**config.mk**
```make
export PLATFORM = sky130hd
export DESIGN_NAME = wbus_arbiter
export DESIGN_NICKNAME = d
export VERILOG_FILES = /design/src/rtl/wbus_arbiter.sv
export SDC_FILE = /design/constraint.sdc
export NUM_CORES = 1
export LEC_CHECK = 0
export ABC_AREA = 1
export CAP_MARGIN = 15
export CORE_MARGIN = 5
export CORE_UTILIZATION = 45
export CTS_CLUSTER_DIAMETER = 100
export DETAILED_ROUTE_END_ITERATION = 7
export PLACE_DENSITY = 0.79
export SLEW_MARGIN = 20
export SYNTH_ARGS = -nofsm -noshare
export SYNTH_HDL_FRONTEND = slang
export SYNTH_SLANG_ARGS = --single-unit
export TNS_END_PERCENT = 1
```
**constraint.sdc**
```tcl
create_clock -name CLK -period 4.1 [get_ports CLK]
set_input_delay 1.025 -clock CLK [delete_from_list [all_inputs] [get_ports CLK]]
set_output_delay 1.025 -clock CLK [all_outputs]
set_load 0.02 [all_outputs]
```
**src/rtl/wbus_arbiter.sv**
```systemverilog
// Round-robin owner arbiter for the shared 8-bit W bus: grants one registered tri-state
// enable at a time, inserts a dead cycle between owners and caps hold time under contention.
module wbus_arbiter #(
    parameter int N_REQ    = 4,
    parameter int IDX_W    = 2,
    parameter int MAX_HOLD = 8,
    parameter int CNT_W    = 4
) (
    input  logic             CLK,
    input  logic             CLR,
    input  logic [N_REQ-1:0] REQ,
    output logic [N_REQ-1:0] EN,
    output logic             BUSY,
    output logic [IDX_W-1:0] OWNER,
    output logic             TIMEOUT
);

    typedef enum logic [1:0] {IDLE, OWN, TURN} state_t;

    state_t             state_q, state_d;
    logic [IDX_W-1:0]   owner_q, owner_d;
    logic [IDX_W-1:0]   ptr_q, ptr_d;
    logic [CNT_W-1:0]   cnt_q, cnt_d;
    logic               timeout_q, timeout_d;

    logic [2*N_REQ-1:0] reqDbl;
    logic [N_REQ-1:0]   reqRot;
    logic [IDX_W-1:0]   rotOff;
    logic [IDX_W:0]     winSum;
    logic [IDX_W-1:0]   winIdx;
    logic               winValid;
    logic [N_REQ-1:0]   ownerMask;
    logic               ownerReq;
    logic               othersReq;
    logic [IDX_W-1:0]   ownerNext;

    // Rotate REQ so the round-robin pointer lands on bit 0, then take the lowest set bit.
    always_comb begin
        reqDbl   = {REQ, REQ};
        reqRot   = N_REQ'(reqDbl >> ptr_q);
        rotOff   = '0;
        winValid = 1'b0;
        for (int j = N_REQ - 1; j >= 0; j--) begin
            if (reqRot[j]) begin
                winValid = 1'b1;
                rotOff   = IDX_W'(j);
            end
        end
        winSum = (IDX_W+1)'(ptr_q) + (IDX_W+1)'(rotOff);
        winIdx = (winSum >= (IDX_W+1)'(N_REQ)) ? IDX_W'(winSum - (IDX_W+1)'(N_REQ))
                                               : IDX_W'(winSum);
    end

    always_comb begin
        ownerMask = '0;
        for (int i = 0; i < N_REQ; i++) begin
            ownerMask[i] = (owner_q == IDX_W'(i));
        end
        ownerReq  = |(REQ & ownerMask);
        othersReq = |(REQ & ~ownerMask);
        ownerNext = (owner_q == IDX_W'(N_REQ - 1)) ? '0 : owner_q + IDX_W'(1);
    end

    // A voluntary drop takes priority over hold expiry, so that case never raises TIMEOUT.
    always_comb begin
        state_d   = state_q;
        owner_d   = owner_q;
        ptr_d     = ptr_q;
        cnt_d     = cnt_q;
        timeout_d = 1'b0;
        case (state_q)
            IDLE, TURN: begin
                if (winValid) begin
                    state_d = OWN;
                    owner_d = winIdx;
                    cnt_d   = CNT_W'(1);
                end else begin
                    state_d = IDLE;
                end
            end
            OWN: begin
                if (!ownerReq) begin
                    ptr_d   = ownerNext;
                    cnt_d   = '0;
                    state_d = othersReq ? TURN : IDLE;
                end else if (cnt_q == CNT_W'(MAX_HOLD) && othersReq) begin
                    ptr_d     = ownerNext;
                    cnt_d     = '0;
                    timeout_d = 1'b1;
                    state_d   = TURN;
                end else if (cnt_q != CNT_W'(MAX_HOLD)) begin
                    cnt_d = cnt_q + CNT_W'(1);
                end
            end
            default: state_d = IDLE;
        endcase
    end

    always_ff @(posedge CLK) begin
        if (CLR) begin
            state_q   <= IDLE;
            owner_q   <= '0;
            ptr_q     <= '0;
            cnt_q     <= '0;
            timeout_q <= 1'b0;
        end else begin
            state_q   <= state_d;
            owner_q   <= owner_d;
            ptr_q     <= ptr_d;
            cnt_q     <= cnt_d;
            timeout_q <= timeout_d;
        end
    end

    assign EN      = (state_q == OWN) ? ownerMask : '0;
    assign BUSY    = (state_q == OWN);
    assign OWNER   = owner_q;
    assign TIMEOUT = timeout_q;

endmodule
```
==> metrics.yaml, run 1 <==
status:
  outcome: "finished clean"
run:
  maxCapViolations: 0
global_routing:
  gr-usage-all-layers: 0.159
  grt_start_max_net_pins: 9
  grt.overflow.total: 0
  grt_pass1_wl_mm: 3.53
  antenna_found_initial: 0
  grt_pass1_vias: 847
floorplan:
  die-area_sq_mm: 0.00304
  core_sq_mm: 0.00196
  io_pins: 14
  fp.dieW_um: 55.2
  fp-row-count: 16
  start_util: 0.468
  die_h_um: 55.2
pwr:
  seqPwrFrac: 0.252
  switching_power_mw: 0.336
  power.leakage_nw: 0.534
  switching_share: 0.499
  power_mw: 0.674
  p_int_mw: 0.338
  power.density_mw_per_mm2: 617
  p_clk_frac: 0.113
  p_comb_frac: 0.635
  irDropWorstVdd_v: 0.000374
setup_path:
  r2r-end: "OWNER[1]"
  startpoint_type: "flop"
  reg2reg_slack_ns: 2.32
  crit_fanout: 8
  worstPathRequired_ns: 3.07
  slowest_delay_ns: 0.59
  end_kind: "output port"
  reg2reg_from: "ptr_q[0]"
  cp_slowest_cell: "or2_0"
  r2r_cells: 12
  startpoint: "state_q[0]"
  cp_data_arrival_time_ns: 2.05
  crit_type: "flop to output port"
  crit_chain: "inv_2 > or2_0 > inv_1 > clkdlybuf4s50_1"
  cp-endpoint: "BUSY"
cells_and_area:
  final_common_cell: "nand2_1"
  insertedDiodeCount: 0
  layout.cells.non_filler: 183
  final_cell_mix: "nand2_1 (42), inv_1 (18), nor2_1 (18)"
  drive_gt1_frac: 0.109
  fin_nets: 170
  areaGrowthSynthToFinish_pct: 18.9
sta:
  slew_viol_final: 0
  maxSlewHeadroom: 0.499
  rsz0062_at_grt: "no"
  fin_tns_setup_ns: 0
  skew_ns: 0.00632
  max_slew.worst_pin.slew_ns: 0.751
  min_period_ns: 3.08
  finalCritPeriodShare: 0.751
  setup_viol: 0
  hold_viol: 0
  max_freq_mhz: 325
placed_design:
  dp_hpwl_mm: 1.65
  port_buffers: 13
  dp.cells: 179
  gp_congestion: 0.911
route:
  vias: 892
  drc_errors: 0
  first_pass_iters: 4
  wl_met1_um: 904
  routed_wl_mm: 1.99
  routedWlPerCell_um: 10.8
  detailedRoute.firstIterationViolations: 25
  viasPerCell: 4.87
  highest_layer: "met4"
  wl_met3_um: 96
  met2_length_um: 974
  drtAntennaViolNets: 0
cts:
  clock_path_buffers: 2
  cts_htree_levels: 1
  clk_pin_slew_ns: 0.08
  clk_latency_ns: 0.27
  cts_resized: 0
  cts_hold_buf: 0
  cts_tree: "built"
  cts-root-buf: "clkbuf_4"
  clkSinkCount: 11
  post_cts_buffers: 0
  numCtsBuffers: 3
yosys:
  synth-seq-cells: 11
  seq_area_frac_synth: 0.240
  syn-num-nets: 154
  yosysWarnings: 0
  synth.cell_area_sq_um: 918
  avgSynthCellArea_sq_um: 6.51
  ys_types: 26
  syn_inst: 141
hold_path:
  hold_class: "flop to flop"
==> stage by stage <==
| step | cell area [sq um] | hold WS, ns | setup WS, ns | util |
|---|---|---|---|---|
| finish | 1090 | 0.527 | 1.02 | 0.557 |
| global route | 1090 | 0.556 | 0.914 | 0.557 |
| CTS | 1090 | 0.529 | 1.01 | 0.557 |
| detailed placement | 1070 | 0.520 | 1.31 | 0.543 |
| global placement | 1070 | 0.512 | 1.37 | 0.543 |
| floorplan | 918 | 0.480 | 2.02 | - |
==> layer usage <==
| metal | global-route usage | vias to the layer above |
|---|---|---|
| li1 | - | 465 |
| met1 | 0.201 | 400 |
| met2 | 0.276 | 25 |
| met3 | 0.0241 | 2 |
| met4 | 0.0486 | 0 |
| met5 | 0 | - |
==> layout make-up <==
type | count | area [sq um]
clock buffers | 4 | 26.3
well taps | 27 | 33.8
repair buffers | 13 | 130
multi-input cells | 108 | 607
inverters | 20 | 75.1
flip-flops and latches | 11 | 220
fillers | 211 | 870
==> cells by family after synthesis <==
logic type,after synthesis,share of synthesized area
buf+inv,22,0.0994
compound gates,11,0.0668
xor+xnor,2,0.0191
simple gates,88,0.480
fa+ha+maj,7,0.0954
flops,11,0.240
==> critical path: cells and delay by family, from the launching register on <==
kind | cells | cell delay [ns]
buffers and inverters | 3 | 0.88
flip-flops | 1 | 0.32
AND/OR/NAND/NOR | 1 | 0.59
==> sequential cells by signal (all words and copies together), names as in the netlist <==
name and cells:
OWNER 2, TIMEOUT 1, cnt_q 4, ptr_q 2, state_q 2
==> power groups by stage <==
stage / registers, mW / clock network (mW) / logic (mW)
after floorplan: 0.171 / 0 / 0.326
after global placement: 0.171 / 0 / 0.413
after detailed placement: 0.172 / 0 / 0.425
after CTS: 0.170 / 0.0785 / 0.428
after global routing: 0.175 / 0.0839 / 0.485
final: 0.170 / 0.0759 / 0.428
==> how the worst min path moves through the flow <==
stage / start / end / slack (ns) / cells after the start
4_1_cts: cnt_q[0] / cnt_q[0] / 0.53 / 2
6_report: cnt_q[0] / cnt_q[0] / 0.53 / 2
2_1_floorplan: cnt_q[0] / cnt_q[0] / 0.48 / 2
5_1_grt: cnt_q[3] / cnt_q[3] / 0.56 / 4
3_5_place_dp: cnt_q[0] / cnt_q[0] / 0.52 / 2
3_3_place_gp: cnt_q[3] / cnt_q[3] / 0.51 / 4
==> cell usage after synthesis <==
| library cell | count | area share |
|---|---|---|
| nand2_1 | 42 | 0.17 |
| inv_1 | 18 | 0.074 |
| nor2_1 | 18 | 0.074 |
| nand3_1 | 13 | 0.071 |
| dfxtp_1 | 11 | 0.24 |
| ha_1 | 7 | 0.095 |
| a21oi_1 | 4 | 0.022 |
| o21ai_0 | 4 | 0.022 |
| nand2_2 | 3 | 0.020 |
| nand2_4 | 2 | 0.025 |
| nor2_2 | 2 | 0.014 |
| nor2_8 | 2 | 0.044 |
| xnor2_1 | 2 | 0.019 |
| a21boi_0 | 1 | 0.0082 |
| buf_2 | 1 | 0.0054 |
| buf_6 | 1 | 0.012 |
| clkinv_1 | 1 | 0.0041 |
| inv_2 | 1 | 0.0041 |
| nand3_2 | 1 | 0.011 |
| nand3_4 | 1 | 0.019 |
| nor2_4 | 1 | 0.012 |
| nor3_1 | 1 | 0.0054 |
| nor4_1 | 1 | 0.0068 |
| o21ai_1 | 1 | 0.0054 |
| o21ai_2 | 1 | 0.0095 |
| or2_0 | 1 | 0.0068 |
Power figures use the tool's default switching activity.
==> run 2, diff against run 1 <==
--- a/config.mk
+++ b/config.mk
@@ -11,7 +11,7 @@
 export CORE_UTILIZATION = 45
 export CTS_CLUSTER_DIAMETER = 100
 export DETAILED_ROUTE_END_ITERATION = 7
-export PLACE_DENSITY = 0.79
+export PLACE_DENSITY = 0.82
 export SLEW_MARGIN = 20
 export SYNTH_ARGS = -nofsm -noshare
 export SYNTH_HDL_FRONTEND = slang
==> constraint.sdc (replaced) <==
create_clock -name CLK -period 2.7 [get_ports CLK]
set_input_delay 0.675 -clock CLK [delete_from_list [all_inputs] [get_ports CLK]]
set_output_delay 0.675 -clock CLK [all_outputs]
set_load 0.02 [all_outputs]
==> run 2 against run 1 <==
  * Critical path depth unchanged
  * Register-to-register slack worse by 1.3 ns
  * Largest cell class unchanged
  * Power is 51% higher
  * Global-route usage decreased by 0.13 points
  * Largest power group unchanged
  * Utilization rose by 0.45 points
==> metrics.yaml, run 2 (synthesized netlist as in run 1, its figures left out) <==
global_routing:
  antenna_found_initial: 0
  grt_pass1_wl_mm: 3.38
  gr-usage-met1: 0.156
  grt.overflow.total: 0
  use_met3: 0.0483
  grt_start_max_net_pins: 9
  busiest_layer: "met2"
  gr-usage-all-layers: 0.158
  grtUsageMet2: 0.301
  grt_pass1_vias: 826
cells_and_area:
  multi_input_area_sq_um: 607
  seqCellArea_sq_um: 220
  fill_cells: 216
  drive_gt1_frac: 0.121
  largest_reg_flops: 4
  final_cell_mix: "nand2_1 (42), inv_1 (18), nor2_1 (18)"
  top_register: "cnt_q"
  fin_nets: 171
  areaGrowthSynthToFinish_pct: 19.9
  final_common_cell: "nand2_1"
  insertedDiodeCount: 0
route:
  first_pass_iters: 4
  routed_wl_mm: 1.93
  viasPerCell: 4.87
  detailedRoute.firstIterationViolations: 11
  vias: 896
  routedWlPerCell_um: 10.5
  drc_errors: 0
  drtAntennaViolNets: 0
floorplan:
  fp-row-count: 16
  start_util: 0.468
  die_h_um: 55.2
  die-area_sq_mm: 0.00304
  io_pins: 14
  core_sq_mm: 0.00196
  fp.dieW_um: 55.2
hold_path:
  min_from: "cnt_q[3]"
  hold_class: "flop to flop"
  holdPathStages: 4
  holdPathEnd: "cnt_q[3]"
placed_design:
  gp_congestion: 0.825
  port_buffers: 13
  dp_hpwl_mm: 1.61
sta:
  max_slew.worst_pin.slew_ns: 0.323
  whs_ns: 0.536
  min_period_ns: 2.42
  maxSlewHeadroom: 0.785
  fin_tns_setup_ns: 0
  slew_viol_final: 0
  finalCritPeriodShare: 0.895
  hold_viol: 0
  skew_ns: 0.0124
  max_freq_mhz: 414
  setup_viol: 0
  rsz0062_at_grt: "no"
setup_path:
  reg2reg_slack_ns: 1.00
  startpoint_type: "flop"
  end_kind: "output port"
  crit_type: "flop to output port"
  crit_fanout: 6
  startpoint: "state_q[0]"
  reg2reg_from: "OWNER[0]"
  worstPathRequired_ns: 2.03
  r2r-end: "cnt_q[1]"
  cp_data_arrival_time_ns: 1.74
  r2r_cells: 12
run:
  maxCapViolations: 0
cts:
  cts_tree: "built"
  cts_htree_levels: 1
  numCtsBuffers: 3
  cts-root-buf: "clkbuf_4"
  clk_pin_slew_ns: 0.08
  clk_latency_ns: 0.27
  clkSinkCount: 11
  cts_resized: 0
  cts_hold_buf: 0
  post_cts_buffers: 0
  clock_path_buffers: 2
pwr:
  power_mw: 1.02
  irDropWorstVdd_v: 0.000495
  power.density_mw_per_mm2: 926
  power.leakage_nw: 0.541
status:
  outcome: "finished clean"
run 2: cell count changes in the layout (fill, tap and decap cells not counted), sizes merged:
cell    before  now
buf          0    1
clkbuf       4    3
clkinv       1    2
run 2: area by class of cell:
type / count / share of cell area
clock inverters: 1 / 0.00455
repair buffers: 14 / 0.125
inverters: 20 / 0.0682
flip-flops and latches: 11 / 0.200
well taps: 27 / 0.0307
clock buffers: 3 / 0.0205
multi-input cells: 108 / 0.551
run 2: worst max-delay path, stage by stage, from the launching register on:
cell	delay (ns)
dfxtp_1	0.33
inv_2	0.05
or2_0	0.30
inv_1	0.16
clkdlybuf4s50_1	0.62
run 2: where the power goes:
group | internal (mW) | switching [mW]
clock | 0.0549 | 0.0580
combinational | 0.253 | 0.395
sequential | 0.208 | 0.0514
run 2: how the worst max path moves through the flow:
stage	slack [ns]	endpoint	cells past startpoint
after detailed placement	0.33	OWNER[1]	13
final	0.28	BUSY	4
after CTS	0.26	BUSY	4
after global routing	0.15	BUSY	4
after global placement	0.40	OWNER[1]	13
after floorplan	0.97	EN[3]	3
run 2: through the flow:
stage | cells | setup WS (ns) | cell area [sq um] | utilization
2_1_floorplan | 141 | 0.968 | 918 | -
3_3_place_gp | 180 | 0.404 | 1070 | 0.547
3_5_place_dp | 180 | 0.329 | 1070 | 0.547
4_1_cts | 184 | 0.258 | 1100 | 0.561
5_1_grt | 184 | 0.152 | 1100 | 0.561
6_report | 184 | 0.284 | 1100 | 0.561
run 2: metal layers:
metal,up-vias,part of all wire
li1,468,-
met1,408,0.41
met2,18,0.55
met3,2,0.034
met4,0,0.0099
met5,-,0
